===== config.mk =====
export PLATFORM = sky130hd
export DESIGN_NAME = rz_decode
export DESIGN_NICKNAME = d
export VERILOG_FILES = /design/src/rtl/rz_decode.sv
export SDC_FILE = /design/constraint.sdc
export NUM_CORES = 1
export LEC_CHECK = 0
export BUFFER_PORTS_ARGS = -buffer_cell sky130_fd_sc_hd__buf_4
export CORE_ASPECT_RATIO = 1.75
export CORE_MARGIN = 2
export CORE_UTILIZATION = 55
export CTS_CLUSTER_DIAMETER = 60
export DETAILED_ROUTE_END_ITERATION = 8
export MAX_ROUTING_LAYER = met4
export PLACE_DENSITY = 0.75
export SLEW_MARGIN = 20
export SYNTH_ARGS = -nofsm -noshare
export SYNTH_HDL_FRONTEND = slang
export SYNTH_SLANG_ARGS = --single-unit

===== constraint.sdc =====
create_clock -name clk -period 9.6 [get_ports clk]
set_clock_uncertainty 0.15 [all_clocks]
set_input_delay 1.44 -clock clk [delete_from_list [all_inputs] [get_ports clk]]
set_output_delay 1.44 -clock clk [all_outputs]
set_load 0.02 [all_outputs]

===== src/rtl/rz_decode.sv =====
// Return-to-zero (WS2812-style) single-wire receiver: recovers bits from
// high-pulse widths and emits 24-bit GRB words, frame-end strobes and errors.
module rz_decode #(
    parameter int unsigned BIT_THRESH = 45,
    parameter int unsigned HIGH_MIN   = 8,
    parameter int unsigned HIGH_MAX   = 90,
    parameter int unsigned RESET_CYC  = 3712
) (
    input  logic        clk,
    input  logic        rst,
    input  logic        rz_in,
    output logic [23:0] word_data,
    output logic        word_valid,
    output logic [7:0]  led_index,
    output logic        frame_done,
    output logic [7:0]  frame_len,
    output logic        err,
    output logic [1:0]  err_code
);

    localparam int unsigned HW = 8;
    localparam int unsigned LW = 16;
    localparam int unsigned BW = 5;
    localparam int unsigned DW = 24;

    localparam logic [1:0] ERR_LONG    = 2'b01;
    localparam logic [1:0] ERR_GLITCH  = 2'b10;
    localparam logic [1:0] ERR_PARTIAL = 2'b11;

    typedef enum logic [1:0] {
        S_IDLE,
        S_READY,
        S_HIGH,
        S_LOW
    } state_t;

    state_t          state_q, state_d;
    logic            s1_q, s2_q, s3_q;
    logic [HW-1:0]   high_cnt_q, high_cnt_d;
    logic [LW-1:0]   low_cnt_q, low_cnt_d;
    logic [BW-1:0]   bit_cnt_q, bit_cnt_d;
    logic [7:0]      word_cnt_q, word_cnt_d;
    logic [DW-2:0]   shift_q, shift_d;
    logic [DW-1:0]   word_data_q, word_data_d;
    logic            word_valid_q, word_valid_d;
    logic [7:0]      led_index_q, led_index_d;
    logic            frame_done_q, frame_done_d;
    logic [7:0]      frame_len_q, frame_len_d;
    logic            err_q, err_d;
    logic [1:0]      err_code_q, err_code_d;

    logic            rise, fall, bit_val;
    logic [HW-1:0]   high_inc;
    logic [LW-1:0]   low_inc;
    logic [7:0]      word_inc;

    assign rise     = s2_q & ~s3_q;
    assign fall     = ~s2_q & s3_q;
    assign bit_val  = (high_cnt_q >= HW'(BIT_THRESH));
    assign high_inc = (&high_cnt_q) ? high_cnt_q : high_cnt_q + HW'(1);
    assign low_inc  = (&low_cnt_q)  ? low_cnt_q  : low_cnt_q + LW'(1);
    assign word_inc = (&word_cnt_q) ? word_cnt_q : word_cnt_q + 8'(1);

    // Next-state, counters and registered-output values
    always_comb begin
        state_d      = state_q;
        high_cnt_d   = high_cnt_q;
        low_cnt_d    = low_cnt_q;
        bit_cnt_d    = bit_cnt_q;
        word_cnt_d   = word_cnt_q;
        shift_d      = shift_q;
        word_data_d  = word_data_q;
        word_valid_d = 1'b0;
        led_index_d  = led_index_q;
        frame_done_d = 1'b0;
        frame_len_d  = frame_len_q;
        err_d        = 1'b0;
        err_code_d   = err_code_q;

        case (state_q)
            S_IDLE: begin
                low_cnt_d = s2_q ? LW'(0) : low_inc;
                if (low_cnt_q >= LW'(RESET_CYC)) begin
                    state_d = S_READY;
                end
            end
            S_READY: begin
                if (rise) begin
                    high_cnt_d = HW'(1);
                    state_d    = S_HIGH;
                end
            end
            S_HIGH: begin
                // Too-long check wins over a coincident fall
                if (high_cnt_q >= HW'(HIGH_MAX)) begin
                    err_d      = 1'b1;
                    err_code_d = ERR_LONG;
                    bit_cnt_d  = '0;
                    word_cnt_d = '0;
                    low_cnt_d  = '0;
                    state_d    = S_IDLE;
                end else if (fall) begin
                    if (high_cnt_q < HW'(HIGH_MIN)) begin
                        err_d      = 1'b1;
                        err_code_d = ERR_GLITCH;
                        bit_cnt_d  = '0;
                        word_cnt_d = '0;
                        low_cnt_d  = '0;
                        state_d    = S_IDLE;
                    end else begin
                        shift_d   = {shift_q[DW-3:0], bit_val};
                        low_cnt_d = LW'(1);
                        state_d   = S_LOW;
                        if (bit_cnt_q == BW'(DW - 1)) begin
                            word_data_d  = {shift_q, bit_val};
                            word_valid_d = 1'b1;
                            led_index_d  = word_cnt_q;
                            word_cnt_d   = word_inc;
                            bit_cnt_d    = '0;
                        end else begin
                            bit_cnt_d = bit_cnt_q + BW'(1);
                        end
                    end
                end else if (s2_q) begin
                    high_cnt_d = high_inc;
                end
            end
            S_LOW: begin
                if (low_cnt_q >= LW'(RESET_CYC)) begin
                    frame_done_d = 1'b1;
                    frame_len_d  = word_cnt_q;
                    if (bit_cnt_q != '0) begin
                        err_d      = 1'b1;
                        err_code_d = ERR_PARTIAL;
                    end
                    bit_cnt_d  = '0;
                    word_cnt_d = '0;
                    state_d    = S_READY;
                end else if (rise) begin
                    high_cnt_d = HW'(1);
                    state_d    = S_HIGH;
                end else if (!s2_q) begin
                    low_cnt_d = low_inc;
                end
            end
            default: state_d = S_IDLE;
        endcase
    end

    always_ff @(posedge clk or posedge rst) begin
        if (rst) begin
            state_q      <= S_IDLE;
            s1_q         <= 1'b0;
            s2_q         <= 1'b0;
            s3_q         <= 1'b0;
            high_cnt_q   <= '0;
            low_cnt_q    <= '0;
            bit_cnt_q    <= '0;
            word_cnt_q   <= '0;
            shift_q      <= '0;
            word_data_q  <= '0;
            word_valid_q <= 1'b0;
            led_index_q  <= '0;
            frame_done_q <= 1'b0;
            frame_len_q  <= '0;
            err_q        <= 1'b0;
            err_code_q   <= '0;
        end else begin
            state_q      <= state_d;
            s1_q         <= rz_in;
            s2_q         <= s1_q;
            s3_q         <= s2_q;
            high_cnt_q   <= high_cnt_d;
            low_cnt_q    <= low_cnt_d;
            bit_cnt_q    <= bit_cnt_d;
            word_cnt_q   <= word_cnt_d;
            shift_q      <= shift_d;
            word_data_q  <= word_data_d;
            word_valid_q <= word_valid_d;
            led_index_q  <= led_index_d;
            frame_done_q <= frame_done_d;
            frame_len_q  <= frame_len_d;
            err_q        <= err_d;
            err_code_q   <= err_code_d;
        end
    end

    assign word_data  = word_data_q;
    assign word_valid = word_valid_q;
    assign led_index  = led_index_q;
    assign frame_done = frame_done_q;
    assign frame_len  = frame_len_q;
    assign err        = err_q;
    assign err_code   = err_code_q;

endmodule


======== Word level (Yosys, flattened, before mapping) ========
Cells that the tools add are included.
word-level totals
  logic and storage cells ................. 120
  bits of input ports ..................... 3
  bits in registers ....................... 110
  output and inout bits ................... 45
operators by class
  bitwise gates (word level) .............. 6
  muxes and demuxes ....................... 55
  reduce and logical (&&, ||, !) cells .... 17
  add/sub/neg operators ................... 4
  eq/ne operators ......................... 18
  order comparisons ....................... 4
operator list
  operator                                                                  count
  16-bit two-way mux                                                        7
  8-bit two-way mux                                                         12
  16-bit case mux with 3 select lines                                       1
  5-bit two-way mux                                                         5
  8-bit case mux with 3 select lines                                        1
  2-bit two-way mux                                                         11
  2-bit != test (second input constant)                                     10
  5-bit AND reduction                                                       4
  16-bit by 1-bit adder with 16-bit output (second input constant)          1
  8-bit by 1-bit adder with 8-bit output (second input constant)            2
  16-bit by 12-bit >= comparator with 1-bit output (second input constant)  1
  8-bit case mux with 2 select lines                                        1
  16-bit AND reduction                                                      1
  8-bit AND reduction                                                       2
  1-bit two-way mux                                                         13
  5-bit case mux with 2 select lines                                        1
  8-bit by 6-bit >= comparator with 1-bit output (second input constant)    1
  8-bit by 7-bit >= comparator with 1-bit output (second input constant)    1
  8-bit by 4-bit < comparator with 1-bit output (second input constant)     1
  4-bit != test (second input constant)                                     2
  2-bit case mux with 4 select lines                                        1
  3-bit != test (second input constant)                                     2
  6-bit AND reduction                                                       1
  3-bit nonzero test                                                        2
  other kinds (14)                                                          20

======== Logic depth before layout (Yosys ltp) ========
Gate-level depths: netlist (run 1).
  word-level depth ........................ 7
  mapped depth ............................ 9

======== Worst setup path before layout (run 1) ========
Ideal clock, no wire load.
  path type ............................... register to register
  from .................................... register high_cnt_q[0]
  to ...................................... register led_index_q[3], in the netlist led_index[3]
  path slack .............................. 7254 ps
  period minus slack after synthesis ...... 2346 ps
  cell stages (with the launch flop) ...... 10
  buffers on the path ..................... 2
  data arrival time ....................... 2071 ps
  path through ............................ dfrtp_1 > inv_1 > ha_1 > nor3_2 > o21ai_1 > or3_1 > buf_4 > nor2_8 > buf_6 > mux2_2
between the ends
  word-level cells in the longest chain between the ends .. 3
  elaborated cells on any way between the ends .. 5
  classes of those cells .................. order compare (2); bitwise (2); reduce/logical (1)
ends and longest elaborated chain
  item                                                                                                                    RTL line  text
  start, declared                                                                                                         39        logic [HW-1:0] high_cnt_q, high_cnt_d;
  start signal, assigned                                                                                                  173       high_cnt_q <= high_cnt_d;
  8-bit by 4-bit < comparator with 1-bit output / 8-bit by 7-bit >= comparator with 1-bit output (equally long branches)  103, 95
  1-bit inverter (no source line)                                                                                         --
  5-bit AND reduction (no source line) *                                                                                  --
  end signal, assigned                                                                                                    180       led_index_q <= led_index_d;
  end, declared                                                                                                           46        logic [7:0] led_index_q, led_index_d;
Every way passes the cells marked *; elsewhere a longest branch is shown, timed or not.
A chain may end at the register's enable or synchronous reset.

======== Worst setup path in the final report (run 1) ========
  from .................................... register state_q[0]
  to ...................................... register word_data_q[17], in the netlist word_data[17]
between the ends
  word-level cells in the longest chain between the ends .. 2
ends and longest elaborated chain
  item                                  RTL line  text
  start, declared                       37        state_t state_q, state_d;
  start signal, assigned                169       state_q <= state_d;
  2-bit == test                         80        case (state_q)
  5-bit AND reduction (no source line)  --
  end signal, assigned                  178       word_data_q <= word_data_d;
  end, declared                         44        logic [DW-1:0] word_data_q, word_data_d;
No other way between the ends.

==> impl_metrics.toml, run 1 <==
[status]
status = "complete, no violations"

[yosys]
synth_area_leader_cell = "dfrtp_1"
netlist.area_leader.share_pct = 54.2
synth-edff-count = 0
ys_warn_count = 0
synth-async-reset-ratio_pct = 100
synth_area_leaders = "dfrtp_1 (54%), nand2_1 (7.0%), mux2_1 (6.0%), mux2_2 (2.9%), ha_1 (2.2%)"
ys_ff_latch = 110
synth_nets = 490
syn_inst = 478
avgSynthCellArea_sq_um = 10.6
ys_types = 59
syn_area_sq_um = 5080
synthFlopType = "dfrtp_1"
ys_seq_area_share_pct = 54.2

[routing]
first_pass_iters = 4
drt_iter0_drc = 174
vias = 3823
drt_wl_total_mm = 10.4
route.detailed.drc = 0
viasPerCell = 5.95
ant_nets = 0
wl_per_cell_um = 16.1

[clocking]
hold_buffers = 0
cts_tree = "built"
ctsResizeCount = 0
root_buffer = "clkbuf_16"
clockBufferDepth = 2
cts_buffers = 9
insertion_delay_ps = 340
cts_sinks = 110
htreeDepth = 3
postCtsSetupBuffers = 0
clk_pin_slew_ps = 70

[grt]
grt_pass1_vias = 3890
grt_overflow = 0
grt_pass1_wl_mm = 18.6
grt_max_degree = 70
grt_antenna_before_repair = 0
grtUsageTotal_pct = 23.0

[place]
dp.cells = 628
hpwl_mm = 7.34
port_buffers = 47
gp_congestion = 0.929

[cells_and_area]
utilization_pct = 64.2
final_common_cell = "dfrtp_1"
drive_gt1_share_pct = 17.4
layout_common_cells = "dfrtp_1 (110), nand2_1 (95), buf_4 (51)"
final_cells = 643
area_growth_pct = 14.2
nFillCells = 727
diodes = 0
final_nets = 531

[floorplanning]
core_area_sq_um = 9040
io_pins = 48
die_w_um = 76.7
fp-row-count = 46
start_util_pct = 56.2
die_area_sq_um = 10100
die_h_um = 131

[hold_path]
hold_path_class = "register to register"
hold_start = "s1_q"

[sta]
setup_viol = 0
relSlewSlack_pct = 32.7
fin_crit_sh_pct = 34.5
fin_crit_ps = 3310
fmax_mhz = 302
fin_tns_setup_ps = 0
hold_viol_final = 0
drv_slew = 0
worstMarginPinSlew_ps = 1010
rsz0062_at_grt = "no"

[job]
maxCapViolations = 0

[power_and_ir_drop]
leakage_nw = 2.85
p_per_area_nw_per_um2 = 147
ir_drop_v = 0.0000926

[worst_setup_path]
end_kind = "register"
worst-endpoint-required_ps = 9670
critPathLaunch = "state_q[0]"
arrival_ps = 3370
worstPathMaxFanout = 33
reg2reg_from = "state_q[0]"
crit_type = "register to register"
start_kind = "register"
through the flow:
| step | instance area, sq um | total power, mW | hold slack (ps) | worst slack (ps) |
|---|---|---|---|---|
| CTS | 5800 | 0.862 | 201 | 6280 |
| global placement | 5500 | 0.493 | 182 | 6440 |
| floorplan | 5080 | 0.488 | 181 | 5110 |
| detailed placement | 5500 | 0.494 | 186 | 6290 |
| global route | 5800 | 0.882 | 210 | 6050 |
| finish | 5800 | 0.853 | 197 | 6290 |
routing by layer:
layer	part of all wire (%)	wire length [um]	vias up	GRT usage, %
met5	0	0	-	-
met4	2.2	227	0	8.59
met3	2.2	229	24	3.57
met2	55	5700	65	39.7
met1	41	4210	1929	27.1
li1	-	-	1805	-
critical path, stage by stage, from the launching register on:
cell and delay (ps):
dfrtp_1 470, and2b_1 540, nand2_1 220, or3_1 770, nor2_8 620, mux2_1 400
power by group:
part,internal [mW],switching (mW),total [mW]
clock network,0.210,0.159,0.369
logic,0.00379,0.0134,0.0172
registers,0.465,0.00209,0.467
layout make-up:
class / instances / area, sq um / area share, %
clock inverters: 4 / 55.1 / 0.948
well taps: 120 / 150 / 2.59
flip-flops and latches: 110 / 2750 / 47.4
repair buffers: 51 / 383 / 6.60
inverters: 15 / 58.8 / 1.01
clock buffers: 11 / 243 / 4.18
multi-input cells: 332 / 2160 / 37.2
sequential cells by signal (all words and copies together), names as in the netlist:
signal / flops
err_code: 2
low_cnt_q: 16
s2_q: 1
state_q: 2
word_valid: 1
bit_cnt_q: 5
s1_q: 1
word_cnt_q: 8
word_data: 24
frame_done: 1
frame_len: 8
s3_q: 1
err: 1
high_cnt_q: 8
led_index: 8
shift_q: 23
kinds of logic (layout without fill, tap and decap cells):
group / Yosys count / after routing / synth area share [%]
AND/OR/NAND/NOR: 181 / 181 / 17.5
flip-flops: 110 / 110 / 54.2
AO/OA/AOI/OAI: 99 / 99 / 13.2
multiplexers: 43 / 43 / 9.46
buffers and inverters: 36 / 81 / 3.47
adder cells (fa/ha/maj): 9 / 9 / 2.22
cell usage after synthesis (4+ instances only):
cell      count
dfrtp_1     110
nand2_1      95
mux2_1       27
o21ai_0      22
a21oi_1      18
nand3_1      16
inv_1        15
mux2_2       13
nor2_1       11
o31ai_1      11
clkbuf_1     10
a31oi_1       9
ha_1          9
nor3_1        9
nand4_1       7
and3_1        6
buf_2         6
nand2b_1      5
or3_1         5
a211oi_1      4
a21boi_1      4
a41oi_1       4
buf_6         4
or4_1         4
worst paths after layout:
check	end	slack, ps	cells after the start
setup reg to reg	word_data[17]	6290	5
max in group asynchronous	s2_q	7080	3
min in group asynchronous	word_data[2]	990	2
hold / removal	s2_q	200	0
setup / recovery	word_data[17]	6290	5
hold reg to reg	s2_q	200	0
(Power assumes the default switching activity.)
==> run 2, diff against run 1 <==
- clock period: 9.6 -> 3.15 ns (I/O delays scaled with it)
==> run 2 against run 1 <==
- first-iteration DRC count decreased by 0.57%
- worst setup slack got worse by 5800 ps
- global-route usage decreased by 0.71 points
- non-clock buffer count up 4
- cell area grew 0.86%
- worst hold slack got worse by 110 ps
- sequential power rose to 3.0 times the previous value
- critical path depth grew 1
- routed wire length decreased by 0.75%
- cell count rose by 0.62%
- total power increased to 3.1 times the previous value
==> impl_metrics.toml, run 2 (same netlist as run 1, synthesis figures left out) <==
[status]
status = "complete, no violations"

[worst_setup_path]
arrival_ps = 2740
worstPathMaxFanout = 33
path_cells = "and2b_1 -> nand2_1 -> or3_1 -> nor2_8 -> buf_12 -> mux2_2"
worstRegToRegCells = 6
slowest_stage = "and2b_1"
crit_type = "register to register"
worst-endpoint-required_ps = 3220
r2r-end = "word_data[20]"
start_kind = "register"
rrSetupSlack_ps = 480
reg2reg_from = "state_q[0]"
end_kind = "register"
cp_slowest_stage_delay_ps = 520

[power_and_ir_drop]
leakage_nw = 2.88
ir_drop_v = 0.000340
p_per_area_nw_per_um2 = 445
power_mw = 2.60

[grt]
use_met1_pct = 24.8
grtUsageMet3_pct = 3.57
grt.busiest_layer = "met2"
met2_usage_pct = 38.3
grt_antenna_before_repair = 0
grt_overflow = 0
grt_pass1_vias = 3834
grt_max_degree = 111
grtUsageTotal_pct = 22.3
grt_pass1_wl_mm = 17.9

[clocking]
postCtsSetupBuffers = 0
cts_buffers = 9
clk_pin_slew_ps = 70
insertion_delay_ps = 340
hold_buffers = 0
clockBufferDepth = 2
ctsResizeCount = 0
root_buffer = "clkbuf_16"
htreeDepth = 3
cts_sinks = 110
cts_tree = "built"

[place]
gp_congestion = 0.923
port_buffers = 47
placed_area_sq_um = 5560
hpwl_mm = 7.17

[routing]
ant_nets = 0
first_pass_iters = 4
wl_per_cell_um = 15.9
vias = 3809
drt_iter0_drc = 173
route.detailed.drc = 0
viasPerCell = 5.89
drt_wl_total_mm = 10.3

[sta]
worstMarginPinSlew_ps = 687
timing.hold.ws_ps = 86.6
drv_slew = 0
hold_viol_final = 0
setup_viol = 0
fin_crit_ps = 2670
fin_tns_setup_ps = 0
rsz0062_at_grt = "no"
fin_crit_sh_pct = 84.8
fmax_mhz = 374
relSlewSlack_pct = 54.2

[floorplanning]
die_w_um = 76.7
die_h_um = 131
fp-row-count = 46
start_util_pct = 56.2
die_area_sq_um = 10100
core_area_sq_um = 9040
io_pins = 48

[hold_path]
worst_hold_path.endpoint = "s1_q"
hold_start = "rz_in"
hold_depth = 1
hold_path_class = "primary input to register"

[job]
maxCapViolations = 0

[cells_and_area]
diodes = 0
final_nets = 535
final_area_sq_um = 5850
final_common_cell = "dfrtp_1"
drive_gt1_share_pct = 18.0
area_growth_pct = 15.2
nFillCells = 732
layout_common_cells = "dfrtp_1 (110), nand2_1 (95), buf_4 (53)"
largest_register_ffs = 24
[run 2: cell type report]
| type | instances | area (sq um) | share of cell area [%] |
|---|---|---|---|
| tap | 120 | 150 | 2.56 |
| clock inverter | 6 | 71.3 | 1.22 |
| inverter | 15 | 60.1 | 1.03 |
| multi-input combinational | 332 | 2160 | 36.8 |
| clock buffer | 9 | 225 | 3.85 |
| sequential | 110 | 2750 | 47.0 |
| timing repair buffer | 55 | 438 | 7.48 |
[run 2: how the worst max path moves through the flow]
stage,startpoint,endpoint,slack (ps)
2_1_floorplan,high_cnt_q[0],led_index[3],800
3_3_place_gp,state_q[0],led_index[3],610
3_5_place_dp,state_q[0],word_data[1],520
4_1_cts,state_q[0],word_data[20],490
5_1_grt,state_q[0],word_data[20],330
6_report,state_q[0],word_data[20],480
[run 2: stage by stage]
| step | worst slack [ps] | std cells | util [%] |
|---|---|---|---|
| 4_1_cts | 487 | 647 | 64.8 |
| 2_1_floorplan | 804 | 478 | - |
| 3_3_place_gp | 613 | 632 | 61.5 |
| 5_1_grt | 328 | 647 | 64.8 |
| 6_report | 478 | 647 | 64.8 |
| 3_5_place_dp | 520 | 632 | 61.5 |
[run 2: metal layers]
metal,part of all wire [%],routed length [um]
met1,39,4030
met3,2.1,216
met4,3.5,357
met2,55,5680
met5,0,0
[run 2: power by group]
part	leakage, nW	internal (mW)	switching [mW]
sequential	1.53	1.42	0.00623
combinational	1.20	0.0134	0.0407
clock	0.144	0.621	0.506
total	2.88	2.05	0.553
[run 2: worst max-delay path, delay by kind of cell, from the launching register on]
kind                   cells  cell delay, ps
buffers and inverters      1             230
DFF                        1             470
and+or+nand+nor            4            1330
muxes                      1             370
